===== src/rtl/alarm_pkg.sv =====
// Shared definitions for the alarm stage: field widths, time limits and the
// alarm state encoding (IDLE=0 ARMED=1 RINGING=2 SNOOZE=3).
package alarm_pkg;

  localparam int HRS_W      = 5;
  localparam int MIN_W      = 6;
  localparam int SEC_W      = 6;
  localparam int RING_CNT_W = 8;
  localparam int SNZ_CNT_W  = 3;

  localparam logic [HRS_W-1:0] HRS_MAX = 5'd23;
  localparam logic [MIN_W-1:0] MIN_MAX = 6'd59;
  localparam logic [SEC_W-1:0] SEC_MAX = 6'd59;

  typedef enum logic [1:0] {
    ST_IDLE    = 2'd0,
    ST_ARMED   = 2'd1,
    ST_RINGING = 2'd2,
    ST_SNOOZE  = 2'd3
  } alarm_state_t;

  // True when an HH:MM pair is a legal time of day.
  function automatic logic time_ok(input logic [HRS_W-1:0] h, input logic [MIN_W-1:0] m);
    return (h <= HRS_MAX) && (m <= MIN_MAX);
  endfunction

endpackage


===== src/rtl/alarm_time_add.sv =====
// Combinational HH:MM + minutes with a single minute->hour carry and
// 23->0 hour wrap. Inputs are assumed legal (hours 0..23, minutes 0..59,
// addend 1..59), so at most one carry can occur.
module alarm_time_add
  import alarm_pkg::*;
(
  input  logic [HRS_W-1:0] hrs_in,
  input  logic [MIN_W-1:0] min_in,
  input  logic [MIN_W-1:0] add_min,
  output logic [HRS_W-1:0] hrs_out,
  output logic [MIN_W-1:0] min_out
);

  logic [MIN_W:0] min_sum;
  logic           carry;

  // Minute add with carry into the hour, hour wraps at midnight.
  always_comb begin
    // NOTE: every combinational output gets a default first so no path can infer a latch.
    min_sum = {1'b0, min_in} + {1'b0, add_min};
    carry   = (min_sum > {1'b0, MIN_MAX});
    min_out = min_sum[MIN_W-1:0];
    hrs_out = hrs_in;
    if (carry) begin
      min_out = MIN_W'(min_sum - ({1'b0, MIN_MAX} + 7'd1));
      hrs_out = (hrs_in == HRS_MAX) ? '0 : HRS_W'(hrs_in + 1'b1);
    end
  end

endmodule


===== src/rtl/alarm_ctrl.sv =====
// Alarm stage downstream of the calendar clock. Holds an HH:MM alarm time,
// compares it against the live time and drives a registered ring request
// through IDLE/ARMED/RINGING/SNOOZE with a ring timeout.
// Build option: define ALARM_SNOOZE_EN to include the snooze path (target
// register, time adder, snooze counter). Without it the snooze input is
// ignored and snooze_cnt is tied to 0.
module alarm_ctrl
  import alarm_pkg::*;
#(
  parameter int RING_SEC   = 60,
  parameter int SNOOZE_MIN = 9,
  parameter int MAX_SNOOZE = 3
) (
  input  logic                 clk,
  input  logic                 rst_n,
  input  logic [HRS_W-1:0]     hrs,
  input  logic [MIN_W-1:0]     min,
  input  logic [SEC_W-1:0]     sec,
  input  logic                 set_valid,
  input  logic [HRS_W-1:0]     set_hrs,
  input  logic [MIN_W-1:0]     set_min,
  input  logic                 arm,
  input  logic                 disarm,
  input  logic                 stop,
  input  logic                 snooze,
  output logic                 ring,
  output logic [1:0]           alarm_state,
  output logic [SNZ_CNT_W-1:0] snooze_cnt,
  output logic                 set_err
);

  localparam logic [RING_CNT_W-1:0] RING_LAST = RING_CNT_W'(RING_SEC - 1);

  alarm_state_t          state_q, state_d;
  logic [RING_CNT_W-1:0] ring_cnt_q, ring_cnt_d;
  logic                  ring_q;
  logic                  set_err_q;
  logic [HRS_W-1:0]      alm_h_q;
  logic [MIN_W-1:0]      alm_m_q;
  logic                  match_a;
  logic                  match_s;
  logic                  snooze_ok;

  assign match_a = (hrs == alm_h_q) && (min == alm_m_q) && (sec == '0);

`ifdef ALARM_SNOOZE_EN
  logic [SNZ_CNT_W-1:0] snz_cnt_q, snz_cnt_d;
  logic [HRS_W-1:0]     snz_h_q, snz_h_d;
  logic [MIN_W-1:0]     snz_m_q, snz_m_d;
  logic                 snz_load;

  alarm_time_add u_time_add (
    .hrs_in  (hrs),
    .min_in  (min),
    .add_min (MIN_W'(SNOOZE_MIN)),
    .hrs_out (snz_h_d),
    .min_out (snz_m_d)
  );

  assign match_s    = (hrs == snz_h_q) && (min == snz_m_q) && (sec == '0);
  assign snooze_ok  = snooze && (snz_cnt_q < SNZ_CNT_W'(MAX_SNOOZE));
  assign snooze_cnt = snz_cnt_q;

  // Snooze target and per-event snooze count.
  always_ff @(posedge clk or negedge rst_n) begin
    if (!rst_n) begin
      snz_cnt_q <= '0;
      snz_h_q   <= '0;
      snz_m_q   <= '0;
    end else begin
      snz_cnt_q <= snz_cnt_d;
      if (snz_load) begin
        snz_h_q <= snz_h_d;
        snz_m_q <= snz_m_d;
      end
    end
  end
`else
  logic [2:0] unused_snooze;

  assign unused_snooze = {snooze, ^MIN_W'(SNOOZE_MIN), ^SNZ_CNT_W'(MAX_SNOOZE)};
  assign match_s       = 1'b0;
  assign snooze_ok     = 1'b0;
  assign snooze_cnt    = '0;
`endif

  // Next-state logic; priority disarm > stop > snooze > timeout > match.
  always_comb begin
    state_d    = state_q;
    ring_cnt_d = ring_cnt_q;
`ifdef ALARM_SNOOZE_EN
    snz_cnt_d  = snz_cnt_q;
    snz_load   = 1'b0;
`endif
    if (disarm) begin
      state_d = ST_IDLE;
    end else begin
      case (state_q)
        ST_IDLE: begin
          if (arm) state_d = ST_ARMED;
        end
        ST_ARMED: begin
          if (!stop && match_a) begin
            state_d    = ST_RINGING;
            ring_cnt_d = '0;
          end
        end
        ST_RINGING: begin
          ring_cnt_d = ring_cnt_q + 1'b1;
          if (stop) begin
            state_d = ST_ARMED;
          end else if (snooze_ok) begin
            state_d = ST_SNOOZE;
`ifdef ALARM_SNOOZE_EN
            snz_load  = 1'b1;
            snz_cnt_d = snz_cnt_q + 1'b1;
`endif
          end else if (ring_cnt_q == RING_LAST) begin
            state_d = ST_ARMED;
          end
        end
        ST_SNOOZE: begin
          if (stop) begin
            state_d = ST_ARMED;
          end else if (match_s) begin
            state_d    = ST_RINGING;
            ring_cnt_d = '0;
          end
        end
        default: state_d = ST_IDLE;
      endcase
    end
`ifdef ALARM_SNOOZE_EN
    // A fresh alarm event starts whenever the machine settles back to ARMED or IDLE.
    if (state_d == ST_IDLE || state_d == ST_ARMED) snz_cnt_d = '0;
`endif
  end

  // State, ring counter and registered ring request.
  always_ff @(posedge clk or negedge rst_n) begin
    if (!rst_n) begin
      state_q    <= ST_IDLE;
      ring_cnt_q <= '0;
      ring_q     <= 1'b0;
    end else begin
      // NOTE: clocked blocks use non-blocking (<=) so every register samples pre-edge values.
      state_q    <= state_d;
      ring_cnt_q <= ring_cnt_d;
      ring_q     <= (state_d == ST_RINGING);
    end
  end

  // Alarm time register and set-error pulse; a rejected set leaves the time alone.
  always_ff @(posedge clk or negedge rst_n) begin
    if (!rst_n) begin
      // NOTE: the alarm time lives in flops, so reset deliberately wipes it back to 00:00.
      alm_h_q   <= '0;
      alm_m_q   <= '0;
      set_err_q <= 1'b0;
    end else begin
      set_err_q <= set_valid && !time_ok(set_hrs, set_min);
      if (set_valid && time_ok(set_hrs, set_min)) begin
        alm_h_q <= set_hrs;
        alm_m_q <= set_min;
      end
    end
  end

  assign ring        = ring_q;
  assign alarm_state = state_q;
  assign set_err     = set_err_q;

endmodule


===== config.mk =====
export PLATFORM = sky130hd
export DESIGN_NAME = alarm_ctrl
export DESIGN_NICKNAME = d
export VERILOG_FILES = /design/src/rtl/alarm_pkg.sv /design/src/rtl/alarm_time_add.sv /design/src/rtl/alarm_ctrl.sv
export SDC_FILE = /design/constraint.sdc
export NUM_CORES = 1
export LEC_CHECK = 0
export ABC_AREA = 1
export BUFFER_PORTS_ARGS = -buffer_cell sky130_fd_sc_hd__buf_2
export CAP_MARGIN = 20
export CORE_ASPECT_RATIO = 1.2
export CORE_MARGIN = 5
export CORE_UTILIZATION = 35
export CTS_CLUSTER_DIAMETER = 120
export DETAILED_ROUTE_END_ITERATION = 8
export MAX_ROUTING_LAYER = met4
export PLACE_DENSITY = 0.62
export SYNTH_ARGS = -nofsm -noshare
export SYNTH_HDL_FRONTEND = slang
export SYNTH_SLANG_ARGS = --single-unit
export TNS_END_PERCENT = 100

===== constraint.sdc =====
create_clock -name clk -period 1.5 [get_ports clk]
set_input_delay 0.225 -clock clk [delete_from_list [all_inputs] [get_ports clk]]
set_output_delay 0.225 -clock clk [all_outputs]
set_load 0.03 [all_outputs]

== Yosys cells after proc, flatten, opt, wreduce, memory -nomap -nowiden ==
Cells that the tools add are included.
Operators by class
  $add $sub $neg: 1
  multipliers: 0
  div/mod/pow operators: 0
  $lt $le $gt $ge: 2
  eq/ne operators: 8
  shifts and indexed selects: 0
  multiplexer cells: 9
  bitwise operators: 1
  reductions and logical operators: 12
Operator list (count)
  case mux 8 bit (2 select lines): 1
  two-way mux 2 bit: 6
  adder 8 x 1 -> 8 bit (second input constant): 1
  == test 8 x 6 -> 1 bit (second input constant): 1
  two-way mux 8 bit: 1
  case mux 2 bit (4 select lines): 1
  == test 2 bit (second input constant): 3
  == test 6 bit: 1
  less-or-equal comparator 6 bit (second input constant): 1
  logical AND 1 bit: 6
  zero test 6 bit: 1
  == test 5 bit: 1
  less-or-equal comparator 5 bit (second input constant): 1
  AND reduction 3 bit: 1
  == test 2 x 1 -> 1 bit (second input constant): 1
  zero test 1 bit: 2
  zero test 2 bit: 1
  != test 2 bit (second input constant): 1
  nonzero test 2 bit: 1
  inverter 1 bit: 1
Word-level totals
  register bits: 23
  bits in latches: 0
  bits in writable memories: 0
  bits in read-only memories: 0
  bits of input ports: 35
  word-level logic and storage cells: 39
  memories: 0

== Depth between registers and ports, before layout ==
  depth after elaboration: 8
  gate-level depth with buffers: 12
  mapped depth without buffers: 11

== Least setup slack after synthesis ==
Ideal clock, no wire load.
  path type: reg2reg
  start: reg state_q[0], in the netlist alarm_state[0]
  end: reg ring_cnt_q[4]
  library setup time: 0.123 ns
  arrival: 1.492 ns
  data required time: 1.377 ns
  setup slack: -0.115 ns
  stages on the path, launching flop included: 9
  period minus slack after synthesis: 1.615 ns
  cells stage by stage: dfrtp_1 > inv_1 > ha_1 > inv_1 > nor2_1 > nand2_4 > buf_6 > nand2_2 > o21ai_2
Between the ends
  longest elaborated chain between the ends: 3
  elaborated cells on any way between the ends: 6
  those cells by class: eq/ne (3); mux (1); reduce/logical (2)
RTL lines
  start: declaration: line alarm_ctrl.sv:34  | alarm_state_t state_q, state_d;
  start signal: assignment: line alarm_ctrl.sv:147  | state_q <= state_d;
  == test 2 x 1 -> 1 bit / == test 2 bit (equally long branches): line alarm_ctrl.sv:98  | case (state_q)
  != test 2 bit (no source line) / nonzero test 2 bit (equally long branches)
  AND reduction 3 bit (no source line)
  end signal: assignment: line alarm_ctrl.sv:148  | ring_cnt_q <= ring_cnt_d;
  end: declaration: line alarm_ctrl.sv:35  | logic [RING_CNT_W-1:0] ring_cnt_q, ring_cnt_d;
Several ways; a longest one is shown, not always the timed one.
A chain may end at the register's enable or synchronous reset.

== Worst setup path after layout ==
  start: reg state_q[0], in the netlist alarm_state[0]
  end: reg state_q[1], in the netlist alarm_state[1]
Between the ends
  longest elaborated chain between the ends: 3
  elaborated cells on any way between the ends: 6
  those cells by class: eq/ne (3); mux (2); reduce/logical (1)
RTL lines
  == test 2 bit (tied with other cells): line alarm_ctrl.sv:98
  case mux 2 bit (4 select lines) (*): line alarm_ctrl.sv:98
  two-way mux 2 bit (*): line alarm_ctrl.sv:95  | if (disarm) begin
  net state_d[1]: line alarm_ctrl.sv:34
Mark *: on every way through the listed nets, which the timed path passes. The rest lies on a longest branch.

==> flow_summary.json <==
{
  "status": "complete, no violations",
  "hold_violations": 0,
  "ys_seq_elements": 23,
  "clock-sinks": 23,
  "setup_viol": 0,
  "die_y_um": 80.57,
  "fmax_ghz": 0.6834,
  "worstSetupPathType": "reg2reg",
  "instances_no_fill": 294,
  "dp_hpwl_mm": 2.293,
  "seq_area_frac_synth_pct": 39.62,
  "fin_crit_ns": 1.463,
  "critPathRequiredTime_ns": 1.66,
  "start_util_pct": 36.57,
  "clock_path_buffers": 2,
  "antenna_found_initial": 0,
  "drive_gt1_share_pct": 31.25,
  "cts_tree": "done",
  "track_usage_pct": 11.77,
  "fin_skew_ns": 0.001845,
  "rsz0062_at_grt": "no",
  "max_slew_margin_pct": 64.62,
  "arrival_ns": 1.63,
  "seqCellArea_um2": 578.1,
  "dpl_cell_area_um2": 1692,
  "synth_top_area_cell": "dfrtp_1",
  "synth.area.top_cells": "dfrtp_1 40%, nand2_1 13%, inv_1 7.5%",
  "cp-start-kind": "flop",
  "core_um2": 3973,
  "drt-vias-per-instance": 4.497,
  "min_period_over_period_pct": 97.55,
  "cts-root-buf": "clkbuf_8",
  "first_pass_iters": 3,
  "grt_pass1_wl_mm": 4.905,
  "io_pins": 42,
  "drc": 0,
  "nNetsFinal": 281,
  "syn_area_um2": 1453,
  "place_congestion": 0.8213,
  "maxSlewViolCount": 0,
  "clk_pin_slew_ns": 0.08,
  "syn_avg_cell_area_um2": 7.411,
  "drtIter0Drc": 19,
  "end_kind": "flop",
  "placed_cells": 285,
  "htree_levels": 1,
  "numCtsBuffers": 3,
  "crit_fanout": 5,
  "area_growth_pct": 25.15,
  "hold_path.class": "in2reg",
  "power_mw": 1.396,
  "p_leak_nw": 0.9684,
  "multi_input_area_um2": 777.0,
  "tightest_slew_ns": 0.5307,
  "power_density_nw_per_um2": 767.6,
  "hold_ws_ns": 0.1838,
  "grt_overflow": 0,
  "fin_area_um2": 1818,
  "ys_warn_count": 0,
  "die-area_um2": 5544,
  "fill_cells": 436,
  "synth_top_area_share_pct": 39.62,
  "cap_violations": 0,
  "row_count": 25,
  "wirelength_mm": 3.023,
  "netlist_instances": 196,
  "dieWidth_um": 68.81,
  "synthDistinctLibCells": 31,
  "detail_route.wl_per_cell_um": 10.28,
  "grt_pass1_vias": 1231,
  "io_buffers": 37,
  "detail-route-antenna-nets": 0,
  "clock_latency_ns": 0.26,
  "grt_max_degree": 24,
  "setup-tns-final_ns": 0,
  "n_antenna_cell": 0,
  "vdd_drop_max_mv": 0.4571,
  "vias": 1322
}
==> where the power goes <==
group	internal, mW	switching, mW	total [mW]	leakage (nW)
Combinational	0.130	0.181	0.310	0.658
Clock	0.186	0.207	0.393	0.0255
Sequential	0.666	0.0266	0.693	0.285
Total	0.981	0.415	1.40	0.968
==> final cells by class <==
class                      instances  area share, %
clock inverter                     1         0.2753
multi-input combinational        140          42.74
sequential                        23          31.80
inverter                          29          5.988
tap                               54          3.716
clock buffer                       3          2.271
timing repair buffer              44          13.21
==> per-stage QoR <==
step                setup slack (ns)  util [%]
floorplan                   0.008088         -
finish                       0.03680     45.76
CTS                          0.04730     44.00
global placement             0.06641     42.58
global route               0.0003952     45.76
detailed placement           0.06789     42.58
==> flip-flops by register name, summed over array words and instances (netlist names) <==
| name | flops |
|---|---|
| set_err | 1 |
| alarm_state | 2 |
| alm_m_q | 6 |
| alm_h_q | 5 |
| ring_cnt_q | 8 |
| ring | 1 |
==> critical path: stages, from the launching register on <==
cell and delay, ns:
dfrtp_2 0.45, buf_4 0.14, ha_1 0.26, a211oi_1 0.24
a21oi_1 0.09, nand2_1 0.12, inv_1 0.05
==> what timing repair did <==
action                                  CTS  global route
endpoints found under the hold margin    23             0
gates resized for setup                   0             9
buffers inserted                          0             3
endpoints found under the setup margin    0            10
hold buffers                              1             0
==> path summary, 6_finish.rpt <==
check | slack (ns) | from | endpoint | cells after the start
max | 0.04 | alarm_state[0]$_DFF_PN0_ | alarm_state[1]$_DFF_PN0_ | 6
min | 0.18 | set_min[2] | alm_m_q[2]$_DFFE_PN0P_ | 2
min reg2reg | 0.52 | ring_cnt_q[1]$_DFFE_PN0P_ | ring_cnt_q[1]$_DFFE_PN0P_ | 2
max in group asynchronous | 0.64 | rst_n | alarm_state[0]$_DFF_PN0_ | 2
min in group asynchronous | 0.48 | rst_n | ring_cnt_q[2]$_DFFE_PN0P_ | 2
max reg2reg | 0.04 | alarm_state[0]$_DFF_PN0_ | alarm_state[1]$_DFF_PN0_ | 6
==> cell families after synthesis <==
family	count (synthesis)	synth area share (%)
flops	23	39.62
mux	2	1.550
buf+inv	36	10.68
other cells	1	0.2582
simple gates	98	29.11
fa+ha+maj	5	4.307
xor+xnor	3	1.809
compound gates	28	12.66
==> per-layer routing <==
metal  track usage (%)  wire [um]  up-vias
li1                  -          -      695
met1             14.09       1312      591
met2             19.87       1498       32
met3             2.098        185        4
met4             3.509         27        0
met5                 -          0        -
==> Yosys cell counts (all sizes together) <==
cell     n
nand4    2
nor3     4
o21ai   10
inv     29
buf      5
a21o     1
xnor2    1
nand3    9
a211oi   1
mux2     2
xor2     2
ha       5
conb     1
nor2    23
clkbuf   2
nand2   55
a21oi   12
a21boi   1
nand3b   1
o21a     1
a31oi    1
or2      4
o211ai   1
dfrtp   23
==> cell usage in the layout, fill, tap and decap left out, drive strengths merged <==
| cell | n |
|---|---|
| nand3b | 1 |
| nand3 | 9 |
| nand2 | 56 |
| nand4 | 2 |
| a21o | 1 |
| dlygate4sd3 | 1 |
| a21boi | 1 |
| o211ai | 1 |
| nor3 | 4 |
| conb | 3 |
| xor2 | 2 |
| mux2 | 2 |
| inv | 29 |
| clkbuf | 3 |
| a211oi | 1 |
| buf | 43 |
| nor2 | 23 |
| o21a | 1 |
| xnor2 | 1 |
| dfrtp | 23 |
| a31oi | 1 |
| or2 | 4 |
| a21oi | 12 |
| o21ai | 10 |
| ha | 5 |
| clkinv | 1 |
Note: power is estimated with default switching activity, not from simulation.
